==> config.mk <==
export PLATFORM = sky130hd
export DESIGN_NAME = aes_inv_sbox_arbiter
export DESIGN_NICKNAME = d
export VERILOG_FILES = /design/src/rtl/aes_inv_sbox_arbiter.sv
export SDC_FILE = /design/constraint.sdc
export NUM_CORES = 1
export LEC_CHECK = 0
export BUFFER_PORTS_ARGS = -buffer_cell sky130_fd_sc_hd__buf_2
export CORE_AREA = 2 2 355 357
export DETAILED_ROUTE_END_ITERATION = 7
export DIE_AREA = 0 0 357 359
export GPL_TIMING_DRIVEN = 0
export PLACE_DENSITY_LB_ADDON = 0.25
export SETUP_SLACK_MARGIN = 0.4
export SLEW_MARGIN = 10
export SYNTH_ARGS = -nofsm -noshare
export SYNTH_HDL_FRONTEND = slang
export SYNTH_HIERARCHICAL = 1
export SYNTH_SLANG_ARGS = --single-unit
==> constraint.sdc <==
create_clock -name clk -period 3.1 [get_ports clk]
set_input_delay 0.155 -clock clk [delete_from_list [all_inputs] [get_ports clk]]
set_output_delay 0.155 -clock clk [all_outputs]
set_load 0.005 [all_outputs]
==> src/rtl/aes_inv_sbox_arbiter.sv <==
// Round-robin arbiter sharing one combinational 128-bit inverse S-box
// among NREQ requesters, with a one-cycle registered response path.
//
// Ports:
//   clk, reset_n   clock, async active-low reset
//   req            per-requester request level (held until granted)
//   req_lock       per-requester lock; a locked winner keeps priority
//   req_data       NREQ packed 128-bit blocks, requester i at [128*i +: 128]
//   gnt            one-hot combinational grant
//   sbox_in        winner's block to the shared S-box (zero when idle)
//   sbox_out       S-box result, sampled on the grant edge
//   rsp_valid      one-hot registered response strobe
//   rsp_data       registered substituted block
//   busy           registered, high while a response is presented

// Per-requester slice: passes its block through only when granted, so the
// S-box input is a plain OR of all lanes.
module aes_inv_sbox_arb_lane (
  input  logic         gnt,
  input  logic [127:0] data,
  output logic [127:0] masked
);
  assign masked = gnt ? data : 128'h0;
endmodule

module aes_inv_sbox_arbiter #(
  parameter int NREQ  = 4,
  parameter int PTR_W = 2
) (
  input  logic                   clk,
  input  logic                   reset_n,
  input  logic [NREQ-1:0]        req,
  input  logic [NREQ-1:0]        req_lock,
  input  logic [NREQ*128-1:0]    req_data,
  output logic [NREQ-1:0]        gnt,
  output logic [127:0]           sbox_in,
  input  logic [127:0]           sbox_out,
  output logic [NREQ-1:0]        rsp_valid,
  output logic [127:0]           rsp_data,
  output logic                   busy
);

  logic [PTR_W-1:0]        ptr_q, ptr_d;
  logic [NREQ-1:0]         rsp_valid_q, rsp_valid_d;
  logic [127:0]            rsp_data_q, rsp_data_d;
  logic                    busy_q, busy_d;

  logic                    found;
  logic [PTR_W-1:0]        win;
  logic [PTR_W:0]          idx;
  logic [NREQ-1:0][127:0]  lane_data;

  // Search from ptr upward, wrapping at NREQ; first requester seen wins.
  always_comb begin
    found = 1'b0;
    win   = '0;
    idx   = '0;
    for (int i = 0; i < NREQ; i++) begin
      idx = {1'b0, ptr_q} + (PTR_W+1)'(i);
      if (idx >= (PTR_W+1)'(NREQ)) idx = idx - (PTR_W+1)'(NREQ);
      if (!found && req[idx[PTR_W-1:0]]) begin
        found = 1'b1;
        win   = idx[PTR_W-1:0];
      end
    end
  end

  // Reset gates the grant combinationally so nothing reaches the S-box
  // while reset_n is low.
  always_comb begin
    gnt = '0;
    if (found && reset_n) gnt[win] = 1'b1;
  end

  for (genvar g = 0; g < NREQ; g++) begin : g_lane
    aes_inv_sbox_arb_lane u_lane (
      .gnt    (gnt[g]),
      .data   (req_data[128*g +: 128]),
      .masked (lane_data[g])
    );
  end

  always_comb begin
    sbox_in = 128'h0;
    for (int j = 0; j < NREQ; j++) sbox_in = sbox_in | lane_data[j];
  end

  // Next state: response tracks this cycle's grant; data holds when idle.
  // A locked winner keeps the pointer, otherwise it moves past the winner.
  always_comb begin
    rsp_valid_d = gnt;
    busy_d      = |gnt;
    rsp_data_d  = rsp_data_q;
    ptr_d       = ptr_q;
    if (|gnt) begin
      rsp_data_d = sbox_out;
      if (req_lock[win])                    ptr_d = win;
      else if (win == PTR_W'(NREQ-1))       ptr_d = '0;
      else                                  ptr_d = win + PTR_W'(1);
    end
  end

  always_ff @(posedge clk or negedge reset_n) begin
    if (!reset_n) begin
      ptr_q       <= '0;
      rsp_valid_q <= '0;
      rsp_data_q  <= 128'h0;
      busy_q      <= 1'b0;
    end else begin
      ptr_q       <= ptr_d;
      rsp_valid_q <= rsp_valid_d;
      rsp_data_q  <= rsp_data_d;
      busy_q      <= busy_d;
    end
  end

  assign rsp_valid = rsp_valid_q;
  assign rsp_data  = rsp_data_q;
  assign busy      = busy_q;

endmodule

Word level (Yosys, flattened, before mapping)

Cells that the tools add are included.

Output and inout bits: 265
Input port bits: 650
Latch bits: 0
Word-level logic and storage cells: 66
Memory bits (read-only): 0
RAM bits: 0
Memories kept: 0
Register bits after elaboration: 135

Equal/unequal tests: 1
Magnitude comparators: 10
Add/subtract/negate cells: 8
Bitwise logic cells: 3
Mux-type cells: 31
Multipliers: 0
Reductions and logical operators: 9
Divide/modulo/power cells: 0
Shift operators: 0

Operators by type and width:

| operator                                                           | count |
|---|---|
| two-way mux 128 bit                                                | 4 |
| OR 128 bit                                                         | 3 |
| two-way mux 2 bit                                                  | 10 |
| less-than comparator 2 x 3 -> 1 bit (second input constant)        | 5 |
| binary-select mux 1 bit (select 2 bit)                             | 5 |
| two-way mux 1 bit                                                  | 10 |
| greater-or-equal comparator 3 bit (second input constant)          | 3 |
| subtractor 2 x 1 -> 2 bit (second input constant)                  | 4 |
| adder 2 x 2 -> 3 bit (second input constant)                       | 2 |
| logical AND 1 bit                                                  | 5 |
| two-way mux 4 bit                                                  | 1 |
| OR reduction 4 bit                                                 | 1 |
| adder 2 x 1 -> 3 bit (second input constant)                       | 1 |
| greater-or-equal comparator 2 x 3 -> 1 bit (second input constant) | 1 |
| zero test 1 bit                                                    | 3 |
| adder 2 x 1 -> 2 bit (second input constant)                       | 1 |
| demux 1 bit (select 2 bit)                                         | 1 |
| == test 2 bit (second input constant)                              | 1 |
| greater-or-equal comparator 2 x 1 -> 1 bit (second input constant) | 1 |

Logic depth before layout (Yosys ltp)

Gate-level depths: netlist of run 1.

Depth in word-level cells: 23
Depth in mapped cells: 9
Depth with buffers taken out: 6

Hierarchy

Netlist of run 1, hierarchy kept.

By module, submodules not included:

| module                | sequential area each (µm²) | instances | cells an instance | area an instance (µm²) |
|---|---|---|---|---|
| aes_inv_sbox_arbiter  | 3378.2                     | 1         | 705               | 6115.9 |
| aes_inv_sbox_arb_lane | 0.0                        | 4         | 142               | 988.4 |

Least setup slack after synthesis of run 1

Ideal clock, no wire load.

Path kind: reg-to-output
Start: register ptr_q[0]
End: output port sbox_in[107]
Path buffers: 3
Required time: 2.945 ns
Arrival: 2.150 ns
Path slack: 0.795 ns
Cell stages (with the launch flop): 10
Cell sequence: dfrtp_1 and2b_1 a311oi_1 or2_1 clkbuf_4 nor3b_1 clkbuf_4 buf_6 and2_2 or4_1

RTL lines:

| what                     | line | source |
|---|---|---|
| start: declaration       | 43   | `logic [PTR_W-1:0] ptr_q, ptr_d;` |
| start signal: assignment | 110  | `ptr_q <= ptr_d;` |
| end: declaration         | 36   | `output logic [127:0] sbox_in,` |

==> results of run 1 <==
## layer usage
layer / GRT usage [%] / vias up / wire [um]
met5: 0 / - / 194
met4: 2.27 / 28 / 1750
met3: 4.32 / 128 / 8110
met2: 26.9 / 647 / 50400
met1: 17.3 / 6441 / 39700
li1: - / 6321 / -
## worst paths after layout
| path | end | startpoint | cells past startpoint |
|---|---|---|---|
| worst max-delay path | sbox_in[96] | ptr_q[1] | 11 |
| worst min-delay path | rsp_data[60] | sbox_out[60] | 3 |
| worst max register to register | ptr_q[1] | ptr_q[1] | 8 |
| worst min register to register | rsp_data[122] | rsp_data[122] | 2 |
| max in group asynchronous | rsp_data[72] | reset_n | 4 |
| min in group asynchronous | rsp_data[50] | reset_n | 4 |
## flip-flops by register name, indices dropped and copies added (netlist names)
name,flops
busy,1
rsp_valid,4
ptr_q,2
rsp_data,128
## worst max-delay path, delay by kind of cell (launching register included)
kind                   cells  cell delay (ps)
AO/OA/AOI/OAI              1              120
flip-flops                 1              450
buffers and inverters      5              760
AND/OR/NAND/NOR            5             1230
## Yosys cell counts, types with 2 or more instances
master | number | share of area (%)
sky130_fd_sc_hd__and2_1 | 405 | 25
sky130_fd_sc_hd__nand2_1 | 386 | 14
sky130_fd_sc_hd__dfrtp_1 | 135 | 34
sky130_fd_sc_hd__or4_1 | 128 | 9.5
sky130_fd_sc_hd__and2_2 | 108 | 8.1
sky130_fd_sc_hd__buf_6 | 52 | 5.8
sky130_fd_sc_hd__clkbuf_1 | 19 | 0.71
sky130_fd_sc_hd__buf_2 | 9 | 0.45
sky130_fd_sc_hd__clkbuf_4 | 5 | 0.37
sky130_fd_sc_hd__mux2i_1 | 2 | 0.20
sky130_fd_sc_hd__o21ai_0 | 2 | 0.099
sky130_fd_sc_hd__or2_2 | 2 | 0.12
## report_power, final
part           total [mW]  switching, mW  internal (mW)
Sequential           2.05          0.103           1.95
Combinational        4.89           2.25           2.64
Clock                2.16           1.00           1.16
Total                9.10           3.36           5.74
## cell type report
class | count | area share, %
Clock inverter | 15 | 0.837
Timing Repair Buffer | 1092 | 34.6
Sequential cell | 135 | 16.0
Clock buffer | 17 | 2.02
Inverter | 2 | 0.0356
Tap cell | 1650 | 9.80
Buffer | 85 | 4.97
Antenna cell | 18 | 0.214
Multi-Input combinational cell | 1051 | 31.5
## cells by family (layout without fill, tap and decap cells)
| family | Yosys count | count (layout) | share of synthesized area, % |
|---|---|---|---|
| buf+inv | 87 | 1211 | 7.42 |
| flops | 135 | 135 | 33.5 |
| mux | 2 | 2 | 0.199 |
| simple gates | 1038 | 1038 | 57.9 |
| other cells | 0 | 18 | 0 |
| compound gates | 11 | 11 | 0.969 |
## placed cells by master (no fill, tap or decap), types with 2 or more instances in the layout
cell,instances
sky130_fd_sc_hd__mux2i_1,2
sky130_fd_sc_hd__clkbuf_1,17
sky130_fd_sc_hd__buf_2,845
sky130_fd_sc_hd__clkbuf_16,34
sky130_fd_sc_hd__and2_2,62
sky130_fd_sc_hd__clkinv_4,2
sky130_fd_sc_hd__nand2_1,386
sky130_fd_sc_hd__dlygate4sd3_1,130
sky130_fd_sc_hd__buf_4,15
sky130_fd_sc_hd__inv_8,7
sky130_fd_sc_hd__clkbuf_2,2
sky130_fd_sc_hd__or4_4,81
sky130_fd_sc_hd__buf_16,11
sky130_fd_sc_hd__diode_2,18
sky130_fd_sc_hd__or2_2,2
sky130_fd_sc_hd__buf_6,95
sky130_fd_sc_hd__buf_8,18
sky130_fd_sc_hd__buf_12,24
sky130_fd_sc_hd__o21ai_0,2
sky130_fd_sc_hd__bufbuf_16,2
sky130_fd_sc_hd__and2_4,155
sky130_fd_sc_hd__or4_1,47
sky130_fd_sc_hd__inv_6,3
sky130_fd_sc_hd__dfrtp_1,134
sky130_fd_sc_hd__and2_1,296
## timing repair
action / in CTS / in global routing
hold buffers: 133 / 0
endpoints found under the hold margin: 184 / 0
gates cloned: 7 / 14
setup endpoints to repair: 188 / 128
pin swaps: 52 / 36
buffers inserted: 13 / 10
gates resized for setup: 315 / 151
## metrics by stage
step	cell area (um^2)	total power, mW	utilization, %
2_1_floorplan	10100	3.40	-
3_3_place_gp	16700	5.62	13.4
3_5_place_dp	16700	5.59	13.4
4_1_cts	20100	8.84	16.1
5_1_grt	21000	9.62	16.9
6_report	21100	9.10	16.9
==> flow_summary.json, run 1 <==
{
  "status": "complete, but fails checks",
  "violations": "negative hold slack, negative setup slack",
  "io_buffers": 914,
  "horizontal_die_dimension_um": 357,
  "final_period_minus_worst_setup_slack_ps": 3210,
  "ff_latch_area_mm2": 0.00338,
  "initial_utilization_pct": 8.08,
  "design.core.area_mm2": 0.125,
  "critical_path_peak_fanout": 10,
  "syn_nets": 1923,
  "timing.final.max_slew_violations": 0,
  "ff2ff_setup_slack_ps": 940,
  "critical_path_required_ps": 2940,
  "dominantRegCellSynth": "sky130_fd_sc_hd__dfrtp_1",
  "max_stage_delay_cell_worst_path": "sky130_fd_sc_hd__or4_4",
  "worstSetupEndpointType": "primary output",
  "synth_edf_count": 0,
  "multi_input_comb_area_mm2": 0.00663,
  "dpl.cell_count": 3838,
  "synth.yosys.warnings": 6,
  "top_level_ports": 915,
  "rows": 130,
  "tritoncts_clock_tree": "built",
  "antenna_left": 0,
  "cts.clk_slew.worst_paths_ps": 70,
  "layout-area-overhead-vs-synth_pct": 109,
  "tritoncts.num_buffers": 17,
  "detailedRoute.firstIterationViolations": 552,
  "via_per_inst": 3.34,
  "total_iterations_of_the_first_detailed_routing_run": 5,
  "timing.critical_path.slowest_cell_delay_ps": 570,
  "finalHoldViolCount": 1,
  "drcViolationCount": 0,
  "fraction_of_layout_cells_with_a_size_suffix_above_1_pct": 57.3,
  "design.final.nets": 3034,
  "dr_total_vias": 13600,
  "finalSetupTns_ps": -4890,
  "h-tree-depth": 4,
  "fin_worst_skew_ps": 3.06,
  "syn_area_per_cell_um2": 7.91,
  "fmax_ghz": 0.311,
  "cts.root.buffer_cell": "sky130_fd_sc_hd__clkbuf_16",
  "cap_violations": 0,
  "dpl.hpwl_mm": 83.9,
  "number_of_distinct_library_cells_after_synthesis": 32,
  "syn-instance-count": 1273,
  "clock_latency_ps": 460,
  "numClockSinks": 135,
  "first_pass_grt_wire_length_mm": 128,
  "chipHeight_um": 359,
  "grt_usage_pct": 14.8,
  "routabilityCongestion": 0.959,
  "final_cells": 4065,
  "cp_cell_sequence": "nand2_1, a311oi_2, or2_1, buf_8, nor3b_4, buf_12, buf_16, buf_8, and2_4, or4_4, buf_6",
  "finalSetupViolations": 99,
  "peakVddDrop_mv": 0.349,
  "timing.final.crit_share_pct": 104,
  "globalRoute.totalOverflow": 0,
  "arrival_time_of_the_worst_setup_path_ps": 3060,
  "ys_seq_area_share_pct": 33.5,
  "grt_pass1_vias": 14400,
  "criticalPathCategory": "register to primary output",
  "fin_worst_hold_slack_ps": -5.84,
  "cp-start-kind": "register",
  "fillers": 14400,
  "critical-path-top-cell-by-count": "sky130_fd_sc_hd__buf_8",
  "dieArea_mm2": 0.128,
  "postSynth.asyncResetShare_pct": 100,
  "worst_pin_slew_ps": 1050,
  "post_synth_instance_area_mm2": 0.0101,
  "routedWlPerCell_um": 24.6,
  "detailedPlace.worstSlack_ps": -1150,
  "synth_seq_cells": 135,
  "power.density_cell_area_mw_per_mm2": 432,
  "setup_ws_ps": -115,
  "antenna_found_initial": 70,
  "min-delay-path-class": "primary input to register",
  "slew_headroom_pct": 29.7,
  "setup_repair_after_global_routing_missed_its_margin": "yes",
  "drt_wl_total_mm": 100,
  "grt_start_max_net_pins": 59,
  "power.static_leakage_nw": 11.0,
  "buffer_depth_of_the_longest_clock_path": 2
}
No activity file was read; power rests on OpenSTA's default activity.
==> run 2, diff against run 1 <==
- CORE_AREA: 2 2 355 357 -> 2 2 359 361
- CTS_CLUSTER_DIAMETER: default -> 30
- DIE_AREA: 0 0 357 359 -> 0 0 361 363
==> run 2 against run 1 <==
  * The run still ends with negative hold slack, negative setup slack left
  * Core utilization decreased by 0.13 points
  * Combinational power about the same
  * Die area is 2.2% higher
  * Via count rose by 0.55%
  * Clock power about the same
  * Critical endpoint is now sbox_in[102]
  * Largest cell class unchanged
==> flow_summary.json, run 2 (same netlist as run 1, synthesis figures left out) <==
{
  "dpl.hpwl_mm": 81.0,
  "tritoncts.num_buffers": 17,
  "io_buffers": 914,
  "worst_pin_slew_ps": 939,
  "drt_wl_total_mm": 95.7,
  "multi_input_comb_area_mm2": 0.00664,
  "fin_worst_hold_slack_ps": -4.18,
  "routabilityCongestion": 0.940,
  "worstSetupEndpointType": "primary output",
  "final_period_minus_worst_setup_slack_ps": 3230,
  "power.density_cell_area_mw_per_mm2": 427,
  "numClockSinks": 135,
  "design.final.nets": 3051,
  "drcViolationCount": 0,
  "violations": "negative hold slack, negative setup slack",
  "clock_latency_ps": 460,
  "fmax_ghz": 0.310,
  "setup_ws_ps": -130,
  "tritoncts_clock_tree": "built",
  "peakVddDrop_mv": 0.402,
  "grt_pass1_vias": 13900,
  "status": "complete, but fails checks",
  "cp-start-kind": "register",
  "end_point_of_the_worst_hold_path": "rsp_data[99]",
  "setup_repair_after_global_routing_missed_its_margin": "yes",
  "critical_path_required_ps": 2940,
  "finalSetupViolations": 93,
  "largest_reg_flops": 128,
  "rows": 131,
  "initial_utilization_pct": 7.93,
  "detailedRoute.firstIterationViolations": 738,
  "final_cell_mix": "sky130_fd_sc_hd__buf_2, sky130_fd_sc_hd__nand2_1, sky130_fd_sc_hd__and2_1",
  "power.static_leakage_nw": 11.1,
  "via_per_inst": 3.33,
  "rr_endpoint": "ptr_q[0]",
  "timing.final.crit_share_pct": 104,
  "first_pass_grt_wire_length_mm": 122,
  "timing.final.max_slew_violations": 0,
  "chipHeight_um": 363,
  "hold_wc_startpoint": "sbox_out[99]",
  "critical_path_peak_fanout": 13,
  "antenna_left": 0,
  "fillers": 14600,
  "r2r.worst_path.cells": 7,
  "top_level_ports": 915,
  "grt_usage_pct": 13.7,
  "layout-area-overhead-vs-synth_pct": 112,
  "layout.cells.most_common": "sky130_fd_sc_hd__buf_2",
  "cts.clk_slew.worst_paths_ps": 60,
  "total_power_mw": 9.11,
  "antenna_found_initial": 61,
  "horizontal_die_dimension_um": 361,
  "h-tree-depth": 4,
  "criticalPathCategory": "register to primary output",
  "fraction_of_layout_cells_with_a_size_suffix_above_1_pct": 58.0,
  "fin_worst_skew_ps": 8.53,
  "grt_start_max_net_pins": 55,
  "crit-reg2reg-launch": "ptr_q[0]",
  "cts.root.buffer_cell": "sky130_fd_sc_hd__clkbuf_16",
  "finalHoldViolCount": 1,
  "whs_path_depth": 3,
  "ff_latch_area_mm2": 0.00338,
  "routedWlPerCell_um": 23.3,
  "dieArea_mm2": 0.131,
  "slew_headroom_pct": 37.4,
  "globalRoute.totalOverflow": 0,
  "total_iterations_of_the_first_detailed_routing_run": 5,
  "min-delay-path-class": "primary input to register",
  "design.core.area_mm2": 0.127,
  "arrival_time_of_the_worst_setup_path_ps": 3070,
  "ff2ff_setup_slack_ps": 1260,
  "dr_total_vias": 13600,
  "buffer_depth_of_the_longest_clock_path": 2,
  "cap_violations": 0
}
run 2: final cells by class:
| cell class | instances | area share (%) |
|---|---|---|
| flip-flops and latches | 135 | 15.9 |
| diodes | 24 | 0.282 |
| clock buffers | 18 | 2.06 |
| inverters | 2 | 0.0352 |
| well taps | 1662 | 9.75 |
| repair buffers | 1109 | 35.3 |
| clock inverters | 14 | 0.745 |
| plain buffers | 85 | 4.78 |
| multi-input cells | 1051 | 31.2 |
run 2: what timing repair did:
action                                  4_1_cts  5_1_grt
endpoints found under the setup margin      138      129
buffers inserted                             21       15
gates cloned                                 10       15
endpoints found under the hold margin       180        0
hold buffers                                132        0
pin swaps                                    42       50
gates resized for setup                     284      168
run 2: routing by layer:
metal  GRT usage (%)  vias to the layer above  share of wire (%)
li1                -                     6356                  -
met1            16.6                     6462                 40
met2            23.9                      674                 49
met3            3.86                      124                8.6
met4            2.87                       24                2.0
met5               0                        -               0.17
run 2: worst max-delay path by stage:
stage                   from  slack, ps  depth (start not counted)      endpoint
CTS                 ptr_q[1]       -180                         11  sbox_in[100]
global route        ptr_q[1]       -170                         11   sbox_in[67]
floorplan           ptr_q[0]        800                          9  sbox_in[107]
global placement     reset_n      -4930                          9  sbox_in[118]
detailed placement   reset_n       -900                         11   sbox_in[74]
finish              ptr_q[0]       -130                         11  sbox_in[102]
run 2: where the power goes:
part,leakage (nW),internal [mW],switching (mW)
registers,1.65,1.95,0.106
clock network,0.290,1.22,0.918
logic,9.14,2.68,2.23
run 2: worst max-delay path, cell delays in order, from the launching register on:
cell and delay, ps:
sky130_fd_sc_hd__dfrtp_1 380, sky130_fd_sc_hd__and2b_1 200, sky130_fd_sc_hd__a311oi_2 220, sky130_fd_sc_hd__or2_1 170
sky130_fd_sc_hd__buf_8 130, sky130_fd_sc_hd__buf_4 120, sky130_fd_sc_hd__nor2b_4 50, sky130_fd_sc_hd__buf_12 150
sky130_fd_sc_hd__buf_12 220, sky130_fd_sc_hd__and2_1 190, sky130_fd_sc_hd__or4_4 550, sky130_fd_sc_hd__buf_6 150
run 2: stage by stage:
| stage | utilization, % | cells | instance area [um^2] | TNS (ps) | worst slack [ps] |
|---|---|---|---|---|---|
| after floorplan | - | 1273 | 10100 | 0 | 795 |
| after global placement | 13.2 | 3849 | 16700 | -958640 | -4930 |
| after detailed placement | 13.2 | 3851 | 16800 | -81300 | -896 |
| after CTS | 15.9 | 4046 | 20200 | -14000 | -178 |
| after global routing | 16.8 | 4084 | 21300 | -12920 | -170 |
| final | 16.8 | 4100 | 21300 | -5280 | -130 |
==> run 3, diff against run 2 <==
==> constraint.sdc (replaced) <==
create_clock -name clk -period 3.1 [get_ports clk]
set_input_delay 0.62 -clock clk [delete_from_list [all_inputs] [get_ports clk]]
set_output_delay 0.62 -clock clk [all_outputs]
set_load 0.005 [all_outputs]
==> run 3 against run 2 <==
  * The run ends with negative setup slack left
  * Register-to-register slack got worse by 50 ps
  * Cell area fell by 8.4%
  * Combinational power is 1% lower
  * Clock skew shrank 1.6 ps
  * Clock-buffer cell count increased by 1
  * Critical path type unchanged
  * Critical endpoint is now sbox_in[15]
==> flow_summary.json, run 3 (same netlist as run 1, synthesis figures left out) <==
{
  "dpl.cell_count": 3850,
  "grt_pass1_vias": 13500,
  "tritoncts_clock_tree": "built",
  "antenna_left": 0,
  "grt_start_max_net_pins": 44,
  "critical_path_required_ps": 2480,
  "slew_headroom_pct": 48.1,
  "layout-area-overhead-vs-synth_pct": 94.0,
  "peakVddDrop_mv": 0.427,
  "largest_reg_flops": 128,
  "top_level_ports": 915,
  "first_pass_grt_wire_length_mm": 131,
  "drt_wl_total_mm": 103,
  "cap_violations": 0,
  "arrival_time_of_the_worst_setup_path_ps": 3020,
  "final_cell_mix": "sky130_fd_sc_hd__buf_2, sky130_fd_sc_hd__nand2_1, sky130_fd_sc_hd__and2_1",
  "h-tree-depth": 4,
  "design.core.area_mm2": 0.127,
  "layout.cells.most_common": "sky130_fd_sc_hd__buf_2",
  "stdcell_area_mm2": 0.0195,
  "place_area_mm2": 0.0169,
  "criticalPathCategory": "register to primary output",
  "power.density_cell_area_mw_per_mm2": 464,
  "critical_path_peak_fanout": 12,
  "max_stage_delay_cell_worst_path": "sky130_fd_sc_hd__or4_4",
  "numClockSinks": 135,
  "via_per_inst": 3.31,
  "timing.final.max_slew_violations": 0,
  "grt_usage_pct": 15.1,
  "cts.clk_slew.worst_paths_ps": 70,
  "detailedRoute.firstIterationViolations": 714,
  "timing.critical_path.slowest_cell_delay_ps": 600,
  "finalHoldViolCount": 0,
  "min-delay-path-class": "primary input to asynchronous set/reset pin",
  "dr_total_vias": 13100,
  "final_cells": 3946,
  "total_power_mw": 9.06,
  "multi_input_comb_area_mm2": 0.00665,
  "cp-start-kind": "register",
  "cts.root.buffer_cell": "sky130_fd_sc_hd__clkbuf_16",
  "worstSetupEndpointType": "primary output",
  "finalSetupViolations": 128,
  "setup_repair_after_global_routing_missed_its_margin": "yes",
  "design.final.nets": 2900,
  "timing.final.crit_share_pct": 117,
  "clock_latency_ps": 470,
  "cp_cell_sequence": "and2b_1, a311oi_2, or2_1, buf_8, nor2b_4, buf_12, buf_12, buf_8, and2_1, or4_4, buf_6",
  "power.static_leakage_nw": 10.3,
  "ff_latch_area_mm2": 0.00338,
  "drcViolationCount": 0,
  "final_period_minus_worst_setup_slack_ps": 3640,
  "status": "complete, but fails checks",
  "globalRoute.totalOverflow": 0,
  "fraction_of_layout_cells_with_a_size_suffix_above_1_pct": 60.3,
  "tritoncts.num_buffers": 17,
  "fin_worst_skew_ps": 6.95,
  "rows": 131,
  "worst_pin_slew_ps": 778,
  "horizontal_die_dimension_um": 361,
  "fillers": 14800,
  "initial_utilization_pct": 7.93,
  "violations": "negative setup slack",
  "finish.utilization_pct": 15.4,
  "io_buffers": 914,
  "dpl.hpwl_mm": 89.6,
  "chipHeight_um": 363,
  "dieArea_mm2": 0.131,
  "antenna_found_initial": 79,
  "fmax_ghz": 0.275,
  "routabilityCongestion": 0.919,
  "total_iterations_of_the_first_detailed_routing_run": 4,
  "routedWlPerCell_um": 26.2,
  "setup_ws_ps": -541,
  "buffer_depth_of_the_longest_clock_path": 2
}
[run 3: changes by cell type in the layout (fill, tap and decap cells not counted), moves of 6 or more]
cell	previous run	this run
sky130_fd_sc_hd__dlygate4sd3_1	129	1
sky130_fd_sc_hd__clkbuf_16	35	25
sky130_fd_sc_hd__and2_2	76	51
sky130_fd_sc_hd__buf_16	12	5
sky130_fd_sc_hd__buf_4	25	17
sky130_fd_sc_hd__buf_6	105	122
sky130_fd_sc_hd__and2_4	145	156
sky130_fd_sc_hd__buf_8	28	14
sky130_fd_sc_hd__inv_6	8	2
sky130_fd_sc_hd__and2_1	292	306
[run 3: final cells by class]
class / instances / share of cell area (%)
multi-input cells: 1051 / 34.0
repair buffers: 958 / 29.7
flip-flops and latches: 135 / 17.3
well taps: 1662 / 10.6
plain buffers: 85 / 5.00
clock buffers: 19 / 2.27
clock inverters: 13 / 0.749
diodes: 21 / 0.269
inverters: 2 / 0.0384
[run 3: through the flow]
stage	setup WS (ps)	hold WS (ps)	setup TNS (ps)
6_report	-541	110	-56420
5_1_grt	-650	89.7	-70900
4_1_cts	-594	66.2	-66660
3_5_place_dp	-1910	457	-251910
3_3_place_gp	-4500	457	-1091790
2_1_floorplan	82.9	324	0
[run 3: repair_timing]
| action | CTS | global route |
|---|---|---|
| pin swaps | 45 | 36 |
| buffers inserted | 25 | 5 |
| resized for setup | 370 | 82 |
| setup endpoints to repair | 233 | 132 |
| hold buffers | 3 | 0 |
| gates cloned | 5 | 5 |
| endpoints found under the hold margin | 7 | 0 |
[run 3: routing by layer]
layer	up-vias	share of wire (%)	track usage (%)
met3	178	8.3	4.83
met2	699	49	26.7
li1	6037	-	-
met5	-	0.20	0
met1	6111	38	17.1
met4	32	4.0	5.38
[run 3: power by group]
group          switching [mW]  leakage [nW]  total (mW)  internal, mW
combinational            2.36          8.38        4.84          2.48
sequential              0.105          1.65        2.05          1.95
clock                   0.955         0.284        2.17          1.21
[run 3: critical path: cells and delay by family, from the launching register on]
| family | cells | cell delay (ps) |
|---|---|---|
| AOI/OAI and AO/OA | 1 | 260 |
| and+or+nand+nor | 5 | 1170 |
| DFF | 1 | 370 |
| buffers and inverters | 5 | 730 |
[run 3: final timing paths]
check	from	end	slack (ps)	cells after the start
min in group clk	sbox_out[112]	rsp_data[112]	340	3
min reg2reg	rsp_data[82]	rsp_data[82]	470	2
min	reset_n	rsp_data[84]	110	2
max in group asynchronous	reset_n	ptr_q[0]	2150	2
max reg2reg	ptr_q[0]	rsp_valid[1]	1210	8
max	ptr_q[0]	sbox_in[15]	-540	11
